$ cat src/rtl/toy_pack.sv
// Shared types for the toy core's M-extension unit: funct3 opcode decode,
// MDU state encoding, divider iteration count and a magnitude helper.
package toy_pack;

  localparam int MDU_XLEN     = 32;
  localparam int MDU_DIV_ITER = 32;

  typedef enum logic [2:0] {
    F3_MUL    = 3'd0,
    F3_MULH   = 3'd1,
    F3_MULHSU = 3'd2,
    F3_MULHU  = 3'd3,
    F3_DIV    = 3'd4,
    F3_DIVU   = 3'd5,
    F3_REM    = 3'd6,
    F3_REMU   = 3'd7
  } funct3_mul_t;

  typedef enum logic [2:0] {
    MDU_IDLE = 3'd0,
    MDU_MUL  = 3'd1,
    MDU_DIV  = 3'd2,
    MDU_FIX  = 3'd3,
    MDU_DONE = 3'd4
  } mdu_state_t;

  // Magnitude of v when treated as signed (sgn=1), else v unchanged.
  // abs(32'h8000_0000) wraps to itself, which is the correct unsigned magnitude.
  function automatic logic [MDU_XLEN-1:0] mdu_abs(input logic [MDU_XLEN-1:0] v, input logic sgn);
    return (sgn && v[MDU_XLEN-1]) ? (~v + 1'b1) : v;
  endfunction

endpackage

$ cat src/rtl/toy_mdu_divider.sv
// Unsigned restoring divider core: one quotient bit per cycle, ITER cycles.
// Loaded by start, cleared by flush; done is high during the final step.
module toy_mdu_divider
  import toy_pack::*;
#(
  parameter int ITER = MDU_DIV_ITER
) (
  input  logic        clk,
  input  logic        rst_n,
  input  logic        flush,
  input  logic        start,
  input  logic [31:0] dividend,
  input  logic [31:0] divisor,
  output logic [31:0] quotient,
  output logic [31:0] remainder,
  output logic        done
);

  localparam logic [4:0] LAST_STEP = 5'(ITER - 1);

  logic [31:0] quo_reg;
  logic [31:0] rem_reg;
  logic [31:0] dvs_reg;
  logic [4:0]  cnt_reg;
  logic        active_reg;

  logic [32:0] shifted;
  logic [32:0] diff;
  logic        fits;

  // Partial remainder shifted left with the next dividend bit; bit 32 of the
  // difference is the borrow, so a clear bit means the divisor fits.
  assign shifted   = {rem_reg, quo_reg[31]};
  assign diff      = shifted - {1'b0, dvs_reg};
  assign fits      = ~diff[32];
  assign done      = active_reg && (cnt_reg == LAST_STEP);
  assign quotient  = quo_reg;
  assign remainder = rem_reg;

  // Iteration state: load on start, step while active, stop after last step.
  always_ff @(posedge clk or negedge rst_n) begin
    if (!rst_n) begin
      quo_reg    <= '0;
      rem_reg    <= '0;
      dvs_reg    <= '0;
      cnt_reg    <= '0;
      active_reg <= 1'b0;
    end else if (flush) begin
      cnt_reg    <= '0;
      active_reg <= 1'b0;
    end else if (start) begin
      quo_reg    <= dividend;
      rem_reg    <= '0;
      dvs_reg    <= divisor;
      cnt_reg    <= '0;
      active_reg <= 1'b1;
    end else if (active_reg) begin
      quo_reg <= {quo_reg[30:0], fits};
      rem_reg <= fits ? diff[31:0] : shifted[31:0];
      cnt_reg <= cnt_reg + 5'd1;
      if (done) active_reg <= 1'b0;
    end
  end

endmodule

$ cat src/rtl/toy_mdu.sv
// Iterative RV32M multiply/divide unit for the execute stage.
// Multiplies take 2 cycles, divides 34 cycles, divide special cases 1 cycle.
// Optional build macro TOY_MDU_DIV_EARLY_EN: divides with |dividend| < |divisor|
// finish in 1 cycle instead of running the full divider.
module toy_mdu
  import toy_pack::*;
#(
  parameter int XLEN     = 32,
  parameter int DIV_ITER = 32
) (
  input  logic            clk,
  input  logic            rst_n,
  input  logic            flush,
  input  logic            req_vld,
  output logic            req_rdy,
  input  logic [2:0]      req_funct3,
  input  logic [XLEN-1:0] req_rs1_val,
  input  logic [XLEN-1:0] req_rs2_val,
  input  logic [4:0]      req_rd_idx,
  output logic            resp_vld,
  input  logic            resp_rdy,
  output logic [XLEN-1:0] resp_data,
  output logic [4:0]      resp_rd_idx,
  output logic            busy
);

  mdu_state_t  state_reg;
  funct3_mul_t f3_reg;
  logic [31:0] a_reg;
  logic [31:0] b_reg;

  // Request-side decode (combinational, used only when accepting)
  funct3_mul_t req_op;
  logic        accept;
  logic        req_is_div;
  logic        req_signed;
  logic        req_is_rem;
  logic [31:0] mag_a;
  logic [31:0] mag_b;
  logic        div_zero;
  logic        div_ovf;
  logic        div_early;
  logic        div_special;
  logic [31:0] special_val;

  assign req_op     = funct3_mul_t'(req_funct3);
  assign req_rdy    = (state_reg == MDU_IDLE) && !flush;
  assign accept     = req_vld && req_rdy;
  assign req_is_div = req_funct3[2];
  assign req_signed = (req_op == F3_DIV) || (req_op == F3_REM);
  assign req_is_rem = req_funct3[1];
  assign mag_a      = mdu_abs(req_rs1_val, req_signed);
  assign mag_b      = mdu_abs(req_rs2_val, req_signed);
  assign div_zero   = (req_rs2_val == 32'd0);
  assign div_ovf    = req_signed && (req_rs1_val == 32'h8000_0000) && (req_rs2_val == 32'hFFFF_FFFF);

`ifdef TOY_MDU_DIV_EARLY_EN
  assign div_early  = !div_zero && (mag_a < mag_b);
`else
  assign div_early  = 1'b0;
`endif

  assign div_special = div_zero || div_ovf || div_early;

  // Result for divides resolved without iterating
  always_comb begin
    special_val = 32'd0;
    if (div_zero)     special_val = req_is_rem ? req_rs1_val : 32'hFFFF_FFFF;
    else if (div_ovf) special_val = req_is_rem ? 32'd0 : 32'h8000_0000;
    else              special_val = req_is_rem ? req_rs1_val : 32'd0;
  end

  // Multiplier: 33x33 signed product of the extended operands
  logic        a_sx;
  logic        b_sx;
  logic [63:0] prod;
  logic [31:0] mul_res;

  assign a_sx    = ((f3_reg == F3_MULH) || (f3_reg == F3_MULHSU)) && a_reg[31];
  assign b_sx    = (f3_reg == F3_MULH) && b_reg[31];
  assign prod    = 64'($signed({a_sx, a_reg}) * $signed({b_sx, b_reg}));
  assign mul_res = (f3_reg == F3_MUL) ? prod[31:0] : prod[63:32];

  // Divider and sign fix-up of its magnitude results
  logic        div_start;
  logic [31:0] div_quo;
  logic [31:0] div_rem;
  logic        div_done;
  logic        fix_signed;
  logic        neg_q;
  logic        neg_r;
  logic [31:0] fix_res;

  assign div_start  = accept && req_is_div && !div_special;
  assign fix_signed = (f3_reg == F3_DIV) || (f3_reg == F3_REM);
  assign neg_q      = fix_signed && (a_reg[31] ^ b_reg[31]);
  assign neg_r      = fix_signed && a_reg[31];
  assign fix_res    = f3_reg[1] ? (neg_r ? (~div_rem + 32'd1) : div_rem)
                                : (neg_q ? (~div_quo + 32'd1) : div_quo);

  toy_mdu_divider #(.ITER(DIV_ITER)) u_divider (
    .clk       (clk),
    .rst_n     (rst_n),
    .flush     (flush),
    .start     (div_start),
    .dividend  (mag_a),
    .divisor   (mag_b),
    .quotient  (div_quo),
    .remainder (div_rem),
    .done      (div_done)
  );

  assign resp_vld = (state_reg == MDU_DONE);
  assign busy     = (state_reg != MDU_IDLE);

  // Control FSM plus operand/result registers; flush beats both handshakes
  always_ff @(posedge clk or negedge rst_n) begin
    if (!rst_n) begin
      state_reg   <= MDU_IDLE;
      f3_reg      <= F3_MUL;
      a_reg       <= '0;
      b_reg       <= '0;
      resp_data   <= '0;
      resp_rd_idx <= '0;
    end else if (flush) begin
      state_reg <= MDU_IDLE;
    end else begin
      case (state_reg)
        MDU_IDLE: begin
          if (accept) begin
            f3_reg      <= req_op;
            a_reg       <= req_rs1_val;
            b_reg       <= req_rs2_val;
            resp_rd_idx <= req_rd_idx;
            if (!req_is_div) begin
              state_reg <= MDU_MUL;
            end else if (div_special) begin
              resp_data <= special_val;
              state_reg <= MDU_DONE;
            end else begin
              state_reg <= MDU_DIV;
            end
          end
        end
        MDU_MUL: begin
          resp_data <= mul_res;
          state_reg <= MDU_DONE;
        end
        MDU_DIV: begin
          if (div_done) state_reg <= MDU_FIX;
        end
        MDU_FIX: begin
          resp_data <= fix_res;
          state_reg <= MDU_DONE;
        end
        MDU_DONE: begin
          if (resp_rdy) state_reg <= MDU_IDLE;
        end
        default: state_reg <= MDU_IDLE;
      endcase
    end
  end

endmodule

$ cat config.mk
export PLATFORM = sky130hd
export DESIGN_NAME = toy_mdu
export DESIGN_NICKNAME = d
export VERILOG_FILES = /design/src/rtl/toy_pack.sv /design/src/rtl/toy_mdu_divider.sv /design/src/rtl/toy_mdu.sv
export SDC_FILE = /design/constraint.sdc
export NUM_CORES = 2
export LEC_CHECK = 0
export ABC_AREA = 1
export BUFFER_PORTS_ARGS = -buffer_cell sky130_fd_sc_hd__buf_2
export CELL_PAD_IN_SITES_DETAIL_PLACEMENT = 2
export CELL_PAD_IN_SITES_GLOBAL_PLACEMENT = 2
export CORE_MARGIN = 2
export CORE_UTILIZATION = 33
export CTS_BUF_LIST = sky130_fd_sc_hd__clkbuf_8
export DETAILED_ROUTE_END_ITERATION = 16
export PLACE_DENSITY_LB_ADDON = 0.05
export SETUP_SLACK_MARGIN = 0.1
export SKIP_CTS_REPAIR_TIMING = 1
export SLEW_MARGIN = 20
export SYNTH_ARGS = -nofsm -noshare
export SYNTH_HDL_FRONTEND = slang
export SYNTH_SLANG_ARGS = --single-unit
$ cat constraint.sdc
create_clock -name clk -period 14.9 [get_ports clk]
set_input_delay 2.98 -clock clk [delete_from_list [all_inputs] [get_ports clk]]
set_output_delay 2.98 -clock clk [all_outputs]
set_load 0.05 [all_outputs]
=== Word-level counts from Yosys, hierarchy flattened ===
Cells that the tools add are included.

* $add $sub $neg: 6
* Multiply operators: 1
* Equality and inequality tests: 19
* Multiplexer cells: 34
* Bitwise logic cells: 7
* Reductions and logical operators: 32

{| class="wikitable"
|+ Operators with widths
! operator !! number
|-
| 2-to-1 mux 32 bit || 19
|-
| adder 32 x 1 -> 32 bit (second input constant) || 4
|-
| NOT 32 bit || 4
|-
| one-hot mux 32 bit (3 select lines) || 1
|-
| equality test 32 bit (second input constant) || 2
|-
| multiplier 33 x 33 -> 64 bit || 1
|-
| subtractor 33 x 32 -> 33 bit || 1
|-
| zero test 32 bit || 1
|-
| 2-to-1 mux 3 bit || 6
|-
| equality test 3 bit (second input constant) || 5
|-
| 2-to-1 mux 5 bit || 3
|-
| logical AND 1 bit || 13
|-
| one-hot mux 3 bit (4 select lines) || 1
|-
| equality test 3 x 2 -> 1 bit (second input constant) || 3
|-
| nonzero test 3 bit || 3
|-
| equality test 3 x 1 -> 1 bit (second input constant) || 2
|-
| zero test 3 bit || 2
|-
| inequality test 2 bit (second input constant) || 3
|-
| inequality test 3 bit (second input constant) || 2
|-
| AND reduction 3 bit || 2
|-
| adder 5 x 1 -> 5 bit (second input constant) || 1
|-
| equality test 5 bit (second input constant) || 1
|-
| AND reduction 5 bit || 1
|-
| logical OR 1 bit || 4
|-
| 8 further kinds || 14
|}

* Register bits after elaboration: 209
* Input bits: 77
* Output and inout bits: 40
* Word-level logic and storage cells: 110

=== Logic depth before layout (Yosys ltp) ===
* Word-level depth: 10
* Depth in mapped cells: 38
* Depth with buffers taken out: 36

=== Hierarchy ===
Synthesis repeated with hierarchy kept, for this count alone.

* Cell total of the unflattened synthesis: 7701
* Area total of the unflattened synthesis: 56763.2 um^2

{| class="wikitable"
|+ By module, submodules not included
! module !! times used !! cells an instance !! area an instance (um^2) !! seq. area each (um^2)
|-
| toy_mdu || 1 || 6587 || 49550.0 || 2677.6
|-
| toy_mdu_divider || 1 || 1114 || 7213.2 || 2552.4
|}

=== Worst setup path before layout ===
Ideal clock, no wire load.

* Kind: flip-flop to flip-flop
* Start: register f3_reg[1]
* End: register resp_data[30]
* Setup time: 0.077 ns
* Arrival: 7.719 ns
* Data required time: 14.823 ns
* Slack: 7.103 ns
* Cell stages (with the launch flop): 33
* Path buffers: 2
* Period minus slack after synthesis: 7.797 ns
* Path through: dfrtp_1 buf_2 nor2_2 nand2_1 nand2_2 nand2_1 inv_1 clkbuf_1 nand2_1 fa_1 fa_1 fa_1 fa_1 inv_1 fa_1 inv_1 fa_1 inv_1 fa_1 inv_1 fa_1 inv_1 ha_1 inv_1 nor3_1 nand2_1 nor4_1 nand2_1 nand2_1 nand2_1 nand3_1 nand2_1 a21oi_1

* Word-level cells in the longest chain between the ends: 6
* Elaborated cells between the ends (all ways): 17
* Classes of those cells: 1 x mul; 4 x eq/ne; 5 x mux; 7 x reduce/logical

{| class="wikitable"
|+ RTL lines
! element !! line !! text
|-
| from (decl) || toy_mdu.sv:28 || <nowiki>funct3_mul_t f3_reg;</nowiki>
|-
| from (signal assigned) || toy_mdu.sv:131 || <nowiki>f3_reg <= req_op;</nowiki>
|-
| equality test 3 x 1 -> 1 bit (tied with other cells) || toy_mdu.sv:79, toy_mdu.sv:80 ||
|-
| logical OR 1 bit, on equally long branches || toy_mdu.sv:79, toy_mdu.sv:95 ||
|-
| logical AND 1 bit, on equally long branches || toy_mdu.sv:79, toy_mdu.sv:96, toy_mdu.sv:97 ||
|-
| multiplier 33 x 33 -> 64 bit (tied with other cells) || toy_mdu.sv:81 || <nowiki>assign prod = 64'($signed({a_sx, a_reg}) * $signed({b_sx, b_reg}));</nowiki>
|-
| 2-to-1 mux 32 bit, on equally long branches || toy_mdu.sv:82, toy_mdu.sv:98 ||
|-
| one-hot mux 32 bit (3 select lines) (*) || toy_mdu.sv:128 || <nowiki>case (state_reg)</nowiki>
|-
| to (signal assigned) || toy_mdu.sv:138 || <nowiki>resp_data <= special_val;</nowiki>
|-
| to (signal assigned) || toy_mdu.sv:146 || <nowiki>resp_data <= mul_res;</nowiki>
|-
| to (signal assigned) || toy_mdu.sv:153 || <nowiki>resp_data <= fix_res;</nowiki>
|-
| to (decl) || toy_mdu.sv:22 || <nowiki>output logic [XLEN-1:0] resp_data,</nowiki>
|}

Mark *: on every way between the ends. The rest lies on a longest branch, timed or not.
A chain may end at the register's enable or synchronous reset.

=== Worst setup path in the final report ===
* Start: register f3_reg[0]
* End: register resp_data[21]

The elaborated chain is that of the path after synthesis.

==> flow_summary_export.csv <==
group,metric,value,unit
floorplanning,die_area,172500,um^2
routing,drc,0,
logic_synthesis,seq_area_frac_synth,9.366,%
hold_path,worstHoldEndpoint,"resp_rd_idx[0]",
run_status,status,"complete, no violations",
place,io_buffers,116,
logic_synthesis,synth.distinct_cells,60,
cts,clk-insertion-delay-late,0.67,ns
routing,firstDrtPassIters,5,
worst_setup_path,r2r-start,"f3_reg[0]",
global_route,antenna_found_initial,23,
logic_synthesis,synth_top_cell_by_area,"fa_1",
routing,postRouteAntennaNets,0,
worst_setup_path,slowest_delay,0.71,ns
logic_synthesis,synth-seq-cells,209,
floorplanning,start_util,33.32,%
cts,numCtsBuffers,46,
hold_path,hp-start,"resp_rd_idx[0]",
place,gp_congestion,0.9053,
worst_setup_path,worstSetupPathType,"flop to flop",
logic_synthesis,yosys.area.top_type_share,40.37,%
routing,vias_per_cell,5.041,
worst_setup_path,r2r_end,"resp_data[21]",
global_route,grt_overflow,0,
global_route,grt_pass1_vias,55870,
routing,wire_per_inst,25.26,um
floorplanning,io_pins,117,
worst_setup_path,cpMaxStageDelayCell,"fa_2",
timing,clock_skew,0.03895,ns
worst_setup_path,r2r_cells,30,
logic_synthesis,syn_nets,8951,
cts,clkSlewWorstSetupHoldPaths,0.07,ns
worst_setup_path,required,15.48,ns
worst_setup_path,end_kind,"flop",
global_route,grt_pass1_wl,368400,um
floorplanning,row_count,150,
cts,htree_levels,2,
logic_synthesis,netlist_area,55840,um^2
finish,fin_nets,8863,
hold_path,min-delay-path-class,"flop to flop",
worst_setup_path,cp_top_family,"adder cells",
routing,drt-total-wl,243800,um
logic_synthesis,synthArstFlopShare,100.0,%
worst_setup_path,path_max_fanout,16,
floorplanning,die_w,415.4,um
cts,clk_path_buf_depth,3,
run,cap_violations,0,
cts,cts_root_buf,"clkbuf_8",
finish,area_growth,6.637,%
timing,finalHoldViolCount,0,
finish,drive_gt1_share,5.252,%
hold_path,holdPathStages,2,
timing,period_share,67.52,%
routing,vias,48667,
worst_setup_path,critical_path_arrival,10.64,ns
timing,report.final.setup_viol,0,
timing,period_minus_slack,10.06,ns
timing,max_slew_margin,26.37,%
global_route,grt_util_all_layers,28.71,%
finish,utilization,35.53,%
floorplanning,die_height,415.4,um
global_route,grt_max_degree,124,
logic_synthesis,synthTopCellsByArea,"fa_1, inv_1, nand2_1",
logic_synthesis,syn_inst,7496,
logic_synthesis,synthFlopType,"dfrtp_1",
worst_setup_path,crit_top_cell,"inv_1",
cts,cts_tree,"done",
cts,cts.sinks,209,
logic_synthesis,syn_avg_cell_area,7.449,um^2
logic_synthesis,synth-edff-count,0,
routing,drt_iter0_markers,2457,
floorplanning,core-area,167600,um^2
place,dp_hpwl,202500,um
timing,fmax,99.40,MHz
timing,fin_tns_setup,0,ns
timing,rsz0062_at_grt,"no",
logic_synthesis,yosys_warnings,0,
timing,worst_slew_pin_slew,1.096,ns
timing,maxSlewViolCount,0,
worst_setup_path,startpoint_type,"flop",
worst_setup_path,path_buf_inv,8,
worst_setup_path,r2r_setup_slack,4.84,ns
## per-layer routing
metal	global-route usage (%)	part of all wire (%)
met1	38.39	45
met2	51.88	51
met3	1.751	3.1
met4	4.120	1.7
met5	0	0
## how the worst max path moves through the flow
| stage | start | slack (ns) | to | depth (start not counted) |
|---|---|---|---|---|
| floorplan | f3_reg[1] | 7.10 | resp_data[30] | 32 |
| global placement | f3_reg[0] | 4.88 | resp_data[31] | 34 |
| detailed placement | f3_reg[0] | 4.89 | resp_data[31] | 34 |
| CTS | f3_reg[0] | 4.86 | resp_data[21] | 30 |
| global route | f3_reg[0] | 4.19 | resp_data[31] | 34 |
| finish | f3_reg[0] | 4.84 | resp_data[21] | 30 |
## synth_stat cells (12+ instances only)
library cell and count:
o211ai_1 30, a31oi_1 13, inv_1 1948, ha_1 252, xnor2_1 17, a21oi_1 214
nor2_1 381, dfrtp_1 209, xor2_1 68, buf_2 15, nor4_1 13, nand4_1 55
clkbuf_1 304, o21ai_1 12, o21ai_0 362, or2_2 40, nand2_1 1918, fa_1 1126
o21bai_1 22, nor3_1 56, buf_6 13, nand3_1 297
## cell families after synthesis
kind of cell               share of synthesized area (%)
muxes                                            0.05378
and+or+nand+nor                                    20.55
xor gates and xnor gates                           1.333
buffers and inverters                              15.84
adders and majority gates                          46.01
DFF                                                9.366
AOI/OAI and AO/OA                                  6.841
## through the flow
stage	worst slack (ns)	hold WS (ns)	cells	cell area, um^2
3_5_place_dp	4.891	0.4761	9564	58510
2_1_floorplan	7.103	0.4530	7496	55840
3_3_place_gp	4.884	0.4584	9564	58500
6_report	4.840	0.4853	9655	59550
4_1_cts	4.856	0.4929	9649	59530
5_1_grt	4.191	0.5105	9652	59540
## layout by cell type, fill, tap and decap left out, types with 6 or more instances in the layout
cell type	n
o22ai_2	10
nand4_1	55
fa_1	1125
o211ai_1	30
nor2_2	10
nand3b_1	7
buf_4	99
a31oi_1	13
diode_2	6
nor3_1	56
o21ai_1	12
or2_2	40
dfrtp_1	206
xor2_1	68
o21ai_0	362
a21o_1	6
nor4_1	13
nand3_1	297
a21oi_1	214
nand2_1	1917
o21bai_1	22
clkbuf_8	56
clkinv_2	8
inv_2	11
ha_1	252
inv_1	1961
xnor2_1	17
o21a_1	6
nor2_1	379
buf_2	115
## layout make-up
cell class / count / area, um^2
diodes: 6 / 15.01
clock buffers: 56 / 770.7
clock inverters: 29 / 252.7
fillers: 19698 / 108100
inverters: 1965 / 7380
multi-input cells: 4970 / 41780
flip-flops and latches: 209 / 5234
well taps: 2204 / 2758
repair buffers: 216 / 1354
## worst register-to-register path: cells and delay by family, from the launching register on
family	cells	cell delay (ns)
flops	1	0.41
simple gates	12	2.73
buf+inv	8	1.65
fa+ha+maj	9	5.02
compound gates	1	0.15
Power is not shown: default switching activity piles up to over one toggle a cycle in this logic, so the estimate is an artifact.
